`src/rtl/fetch_sequencer.sv`:
```
// rtl/fetch_sequencer.sv - instruction fetch sequencer: PC, instruction register, issue handshake, jump/redirect/halt
module fetch_sequencer #(
  parameter int          ADDR_W  = 5,
  parameter int          DATA_W  = 32,
  parameter logic [4:0]  JMP_OP  = 5'b11000,
  parameter logic [4:0]  HALT_OP = 5'b11111,
  parameter int          CNT_W   = 16
) (
  input  logic              clk,
  input  logic              rst_n,
  input  logic              start,
  output logic [ADDR_W-1:0] pc_addr,
  input  logic [DATA_W-1:0] instr_in,
  output logic [DATA_W-1:0] ir_out,
  output logic              ir_valid,
  input  logic              ir_ready,
  input  logic              br_valid,
  input  logic [ADDR_W-1:0] br_target,
  output logic              halted,
  output logic              busy,
  output logic              pc_wrapped,
  output logic [CNT_W-1:0]  instr_count
);

  typedef enum logic [1:0] {
    S_IDLE  = 2'd0,
    S_FETCH = 2'd1,
    S_ISSUE = 2'd2,
    S_HALT  = 2'd3
  } state_t;

  state_t              r_state;
  logic [ADDR_W-1:0]   r_pc;
  logic [DATA_W-1:0]   r_ir;
  logic                r_ir_valid;
  logic                r_halted;
  logic                r_busy;
  logic                r_wrapped;
  logic [CNT_W-1:0]    r_count;

  logic [ADDR_W-1:0]   w_pc_inc;
  logic                w_pc_at_max;
  logic                w_accept;
  logic [4:0]          w_opcode;

  assign w_pc_inc    = r_pc + 1'b1;
  assign w_pc_at_max = (r_pc == {ADDR_W{1'b1}});
  assign w_accept    = r_ir_valid & ir_ready;
  assign w_opcode    = r_ir[DATA_W-1 -: 5];

  // Fetch/issue state machine; all outputs are registered here.
  always_ff @(posedge clk or negedge rst_n) begin
    if (!rst_n) begin
      r_state    <= S_IDLE;
      r_pc       <= '0;
      r_ir       <= '0;
      r_ir_valid <= 1'b0;
      r_halted   <= 1'b0;
      r_busy     <= 1'b0;
      r_wrapped  <= 1'b0;
      r_count    <= '0;
    end else begin
      case (r_state)
        S_IDLE, S_HALT: begin
          r_ir_valid <= 1'b0;
          if (start) begin
            r_pc      <= '0;
            r_wrapped <= 1'b0;
            r_count   <= '0;
            r_halted  <= 1'b0;
            r_busy    <= 1'b1;
            r_state   <= S_FETCH;
          end
        end
        S_FETCH: begin
          if (br_valid) begin
            r_pc       <= br_target;
            r_ir_valid <= 1'b0;
          end else begin
            r_ir       <= instr_in;
            r_pc       <= w_pc_inc;
            r_ir_valid <= 1'b1;
            r_state    <= S_ISSUE;
            if (w_pc_at_max) r_wrapped <= 1'b1;
          end
        end
        S_ISSUE: begin
          // An instruction accepted alongside a redirect still retires.
          if (w_accept) r_count <= r_count + 1'b1;
          if (br_valid) begin
            r_pc       <= br_target;
            r_ir_valid <= 1'b0;
            r_state    <= S_FETCH;
          end else if (w_accept) begin
            if (w_opcode == JMP_OP) begin
              r_pc       <= r_ir[ADDR_W-1:0];
              r_ir_valid <= 1'b0;
              r_state    <= S_FETCH;
            end else if (w_opcode == HALT_OP) begin
              r_ir_valid <= 1'b0;
              r_halted   <= 1'b1;
              r_busy     <= 1'b0;
              r_state    <= S_HALT;
            end else begin
              r_ir    <= instr_in;
              r_pc    <= w_pc_inc;
              if (w_pc_at_max) r_wrapped <= 1'b1;
            end
          end
        end
        default: begin
          r_state    <= S_IDLE;
          r_ir_valid <= 1'b0;
          r_busy     <= 1'b0;
          r_halted   <= 1'b0;
        end
      endcase
    end
  end

  assign pc_addr     = r_pc;
  assign ir_out      = r_ir;
  assign ir_valid    = r_ir_valid;
  assign halted      = r_halted;
  assign busy        = r_busy;
  assign pc_wrapped  = r_wrapped;
  assign instr_count = r_count;

endmodule

```
`config.mk`:
```
export PLATFORM = sky130hd
export DESIGN_NAME = fetch_sequencer
export DESIGN_NICKNAME = d
export VERILOG_FILES = /design/src/rtl/fetch_sequencer.sv
export SDC_FILE = /design/constraint.sdc
export NUM_CORES = 1
export LEC_CHECK = 0
export ABC_AREA = 1
export ABC_CLOCK_PERIOD_IN_PS = 1600
export CAP_MARGIN = 20
export CORE_MARGIN = 5
export CORE_UTILIZATION = 42
export CTS_CLUSTER_SIZE = 30
export DETAILED_ROUTE_END_ITERATION = 7
export GPL_TIMING_DRIVEN = 1
export PLACE_DENSITY = 0.77
export REMOVE_ABC_BUFFERS = 1
export SYNTH_ARGS = -nofsm -noshare
export SYNTH_HDL_FRONTEND = slang
export SYNTH_SLANG_ARGS = --single-unit
```
`constraint.sdc`:
```
create_clock -name clk -period 1.6 [get_ports clk]
set_input_delay 0.4 -clock clk [delete_from_list [all_inputs] [get_ports clk]]
set_output_delay 0.4 -clock clk [all_outputs]
set_load 0.02 [all_outputs]
```
==> reports/summary.md <==
The flow ran to the end, but the final reports show violations. The final reports fail on setup timing. The sequential element share of the synthesized area is 47.5%. For the number of pins exceeding their max-slew limit in the final report, the log shows 0.

The tools report the count of endpoints failing hold in the final timing report as 0. No sink is reached through more buffers than the 2 on the longest clock path. Cells fill 72.6% of the core in the end.

The transition time at the pin with the least slew margin came out at 0.366 ns. The effective utilization at floorplan was 43.1%; the total power consumption of the routed design was 0.0104 W. The largest single stage delay on the critical path is 0.38 ns. The tools report the placed wire-length estimate after detailed placement as 6410 um.

The number of cells on the worst reg-to-reg path is 8. The tools report the global placer's final weighted congestion as 0.860. The gate count of the mapped netlist came out at 396. Setup repair after global routing could not meet its margin everywhere.

Measured along the y axis, the die boundary spans 96.0 um. Entering global routing, the biggest net connects 60 pins. The DRC violation count after routing is 0. The tools report the global-route wire length before repair as 15100 um.

The total setup violations reported at the end of the flow was 37; the leakage power of the design was 2.67 nW. The fmax is 591 MHz. The class of the worst hold path was in -> async. The clock transition at the registers of the reported paths was 0.08 ns; the post-place setup slack was -0.275 ns. The initial antenna violation count was 0.

TritonCTS created 9 clock buffers. The endpoint arrival time on the critical path was 1.92 ns. The final layout contains routed wiring with a total length of 9820 um. The finished layout holds 656 standard cells, fillers aside. The via count normalized by instance count was 5.02; the clock latency of the later-clocked register in the worst-skew pair was 0.35 ns. The run gives 0.00625 ns as the final clock skew. The post-synthesis register bit count was 59. Of all nets on the critical path, the largest fanout is 27.

In this run the worst setup path begins at r_state[0]. Dividing the detail-routed wire length by the instance count gives 15.0 um. The horizontal die dimension was 96.0 um. Including well taps, the total number of placed cells is 624. The total stage count of the critical path was 8; the number of H-tree levels was 3.

For the first-pass iteration count of the detailed router, the log shows 4. The worst-case IR drop observed on VDD is 1.39 mV. In this run the critical register-to-register path is launched from r_state[0]. The number of filler cells placed in the layout is 535, and the final antenna-violating net count is 0. Global-route total usage across every layer: 21.1%. Across all layers, the routed design uses 3293 vias.

Among cell families on the critical path, the largest total delay comes from buffers and inverters. The region available for standard cell placement spans 0.00721 sq mm. STA classifies the critical path endpoint as a flip-flop.

The row count came out at 31. The final critical-path share of the clock period was 106%. After the first detailed-routing iteration, the DRC count stood at 138.

Summed over all layers, the global routing overflow is 0. The tools report the number of global-route vias before repair as 3218. For the max-slew headroom at the worst pin, the log shows 75.4%. The cell area after technology mapping is 0.00311 sq mm.

Class of the most critical setup path: reg -> reg. The max-capacitance violation count was 0. The die area was 0.00922 sq mm. The tools report the quantity of hold-fixing buffers added after cts as 0.

In the final design database the tool counted 600 nets. The slowest library cell on the worst path was sky130_fd_sc_hd__dfrtp_1. The Yosys step of the flow raised 0 warnings. TritonCTS built the clock tree.

The run gives 99 as the number of ports placed on the die boundary. The critical path goes through inv_2 > ha_4 > buf_4 > o21ai_4 > nand2_4 > buf_12 > o21ai_0 > nand2_1. The number of buffer cells added on primary ports works out to 98. The post-route netlist has 29.8% of its cells at a drive strength greater than 1. The number of buffer and inverter instances along the worst setup path came out at 3. Final hold analysis gives a worst-case slack of 0.0594 ns. Counting distinct cell types in the post-synthesis netlist gives 31.

The final period demand of the worst path came out at 1.69 ns. Kind of launch point of the worst setup path: a flip-flop. For this run, the leading register cell type out of synthesis is sky130_fd_sc_hd__dfrtp_1. In the synthesized netlist the async set-or-reset flop fraction comes to 100%. In this run the clock root is driven by a sky130_fd_sc_hd__clkbuf_8.

The per-instance average area after synthesis is 7.85 sq um, and the final setup slack of the worst path is -0.0907 ns. The layout-stage area growth over the synthesis result works out to 68.5%. For the worst setup path, the data required time is 1.83 ns. Counting every sink on the clock net gives 59. The ratio of total power to cell area is 1990 mW/mm^2, and the count of inserted antenna diode cells is 0. The synthesized design contains 0 enable-type register cells.
Yosys cell counts, types with 2 or more instances:
library cell | count | share of area (%)
sky130_fd_sc_hd__nand3_2 | 2 | 0.64
sky130_fd_sc_hd__nand3_1 | 19 | 3.1
sky130_fd_sc_hd__o21bai_1 | 2 | 0.48
sky130_fd_sc_hd__clkbuf_2 | 2 | 0.32
sky130_fd_sc_hd__a21oi_1 | 11 | 1.8
sky130_fd_sc_hd__inv_1 | 32 | 3.9
sky130_fd_sc_hd__buf_2 | 2 | 0.32
sky130_fd_sc_hd__nor2_4 | 3 | 1.1
sky130_fd_sc_hd__nand2_1 | 145 | 18
sky130_fd_sc_hd__inv_2 | 3 | 0.36
sky130_fd_sc_hd__o21ai_1 | 10 | 1.6
sky130_fd_sc_hd__nand3b_1 | 3 | 0.72
sky130_fd_sc_hd__ha_1 | 6 | 2.4
sky130_fd_sc_hd__xor2_1 | 2 | 0.56
sky130_fd_sc_hd__nor2_1 | 24 | 2.9
sky130_fd_sc_hd__nand2_4 | 3 | 1.1
sky130_fd_sc_hd__nor3_1 | 8 | 1.3
sky130_fd_sc_hd__o21ai_0 | 37 | 6.0
sky130_fd_sc_hd__buf_6 | 4 | 1.4
sky130_fd_sc_hd__dfrtp_1 | 59 | 48
sky130_fd_sc_hd__nand4_1 | 8 | 1.6
sky130_fd_sc_hd__buf_4 | 2 | 0.48
timing repair:
item                       4_1_cts  5_1_grt
pin swaps                        8       27
setup endpoints to repair      113       58
cloned                           2        2
resized for setup               82      103
hold endpoints to repair         0        0
buffers inserted                 7        5
area by class of cell:
| class | count | area, sq um | area share [%] |
|---|---|---|---|
| multi-input combinational | 290 | 1710 | 32.6 |
| timing repair buffer | 157 | 1540 | 29.4 |
| sequential | 59 | 1480 | 28.2 |
| inverter | 35 | 139 | 2.65 |
| clock buffer | 9 | 124 | 2.37 |
| clock inverter | 7 | 124 | 2.37 |
| tap | 99 | 124 | 2.37 |
final timing paths:
kind | to | slack (ns)
min in group clk | busy | 0.48
worst min register to register | busy | 0.48
worst max-delay path | ir_out[18] | -0.09
worst min-delay path | instr_count[10] | 0.06
worst max register to register | ir_out[18] | -0.09
max in group asynchronous | pc_addr[0] | 1.29
logic make-up (layout without fill, tap and decap cells):
| family | after synthesis | after routing | synth area share [%] |
|---|---|---|---|
| adders and majority gates | 6 | 6 | 2.42 |
| AOI/OAI and AO/OA | 62 | 62 | 10.6 |
| buffers and inverters | 47 | 208 | 7.41 |
| and+or+nand+nor | 220 | 220 | 31.5 |
| DFF | 59 | 59 | 47.5 |
| xor gates and xnor gates | 2 | 2 | 0.564 |
sequential cells by signal (all words and copies together) (netlist names):
name,count
ir_valid,1
pc_addr,5
halted,1
pc_wrapped,1
r_state,2
ir_out,32
instr_count,16
busy,1
placed cells by master, fill, tap and decap left out, types with 4 or more instances in the layout:
| master | netlist | final |
|---|---|---|
| sky130_fd_sc_hd__nand2_1 | 145 | 99 |
| sky130_fd_sc_hd__dfrtp_1 | 59 | 59 |
| sky130_fd_sc_hd__dlygate4sd2_1 | 0 | 56 |
| sky130_fd_sc_hd__clkdlybuf4s50_1 | 0 | 40 |
| sky130_fd_sc_hd__nand2_2 | 0 | 37 |
| sky130_fd_sc_hd__buf_4 | 2 | 37 |
| sky130_fd_sc_hd__inv_1 | 32 | 28 |
| sky130_fd_sc_hd__o21ai_1 | 10 | 25 |
| sky130_fd_sc_hd__o21ai_0 | 37 | 19 |
| sky130_fd_sc_hd__nor2_1 | 24 | 18 |
| sky130_fd_sc_hd__nand3_1 | 19 | 15 |
| sky130_fd_sc_hd__nand2_4 | 3 | 12 |
| sky130_fd_sc_hd__buf_6 | 4 | 12 |
| sky130_fd_sc_hd__clkbuf_8 | 0 | 9 |
| sky130_fd_sc_hd__nand4_1 | 8 | 8 |
| sky130_fd_sc_hd__a21oi_1 | 11 | 6 |
| sky130_fd_sc_hd__nor2_2 | 1 | 5 |
| sky130_fd_sc_hd__nand3_2 | 2 | 5 |
| sky130_fd_sc_hd__nor2_4 | 3 | 5 |
| sky130_fd_sc_hd__a21oi_2 | 0 | 5 |
| sky130_fd_sc_hd__nor3_1 | 8 | 5 |
| sky130_fd_sc_hd__buf_12 | 0 | 5 |
| sky130_fd_sc_hd__inv_2 | 3 | 4 |
| sky130_fd_sc_hd__ha_1 | 6 | 4 |
report_power, final:
group,total [W],internal (W),switching (W)
combinational,0.00631,0.00285,0.00347
sequential,0.00239,0.00203,0.000362
clock,0.00174,0.00105,0.000691
through the flow:
stage / TNS [ns] / cell area, sq um
global placement: -9.97 / 4480
finish: -1.70 / 5240
floorplan: -10.05 / 3010
CTS: -0.614 / 4830
global route: -4.58 / 5240
detailed placement: -11.33 / 4480
routing by layer:
metal,vias to the layer above,routed length (um),track usage (%)
met5,-,0,0
met4,0,159,7.94
met3,14,808,6.41
met2,121,4840,33.8
met1,1568,4010,26.8
li1,1590,-,-
Power figures use the tool's default switching activity.
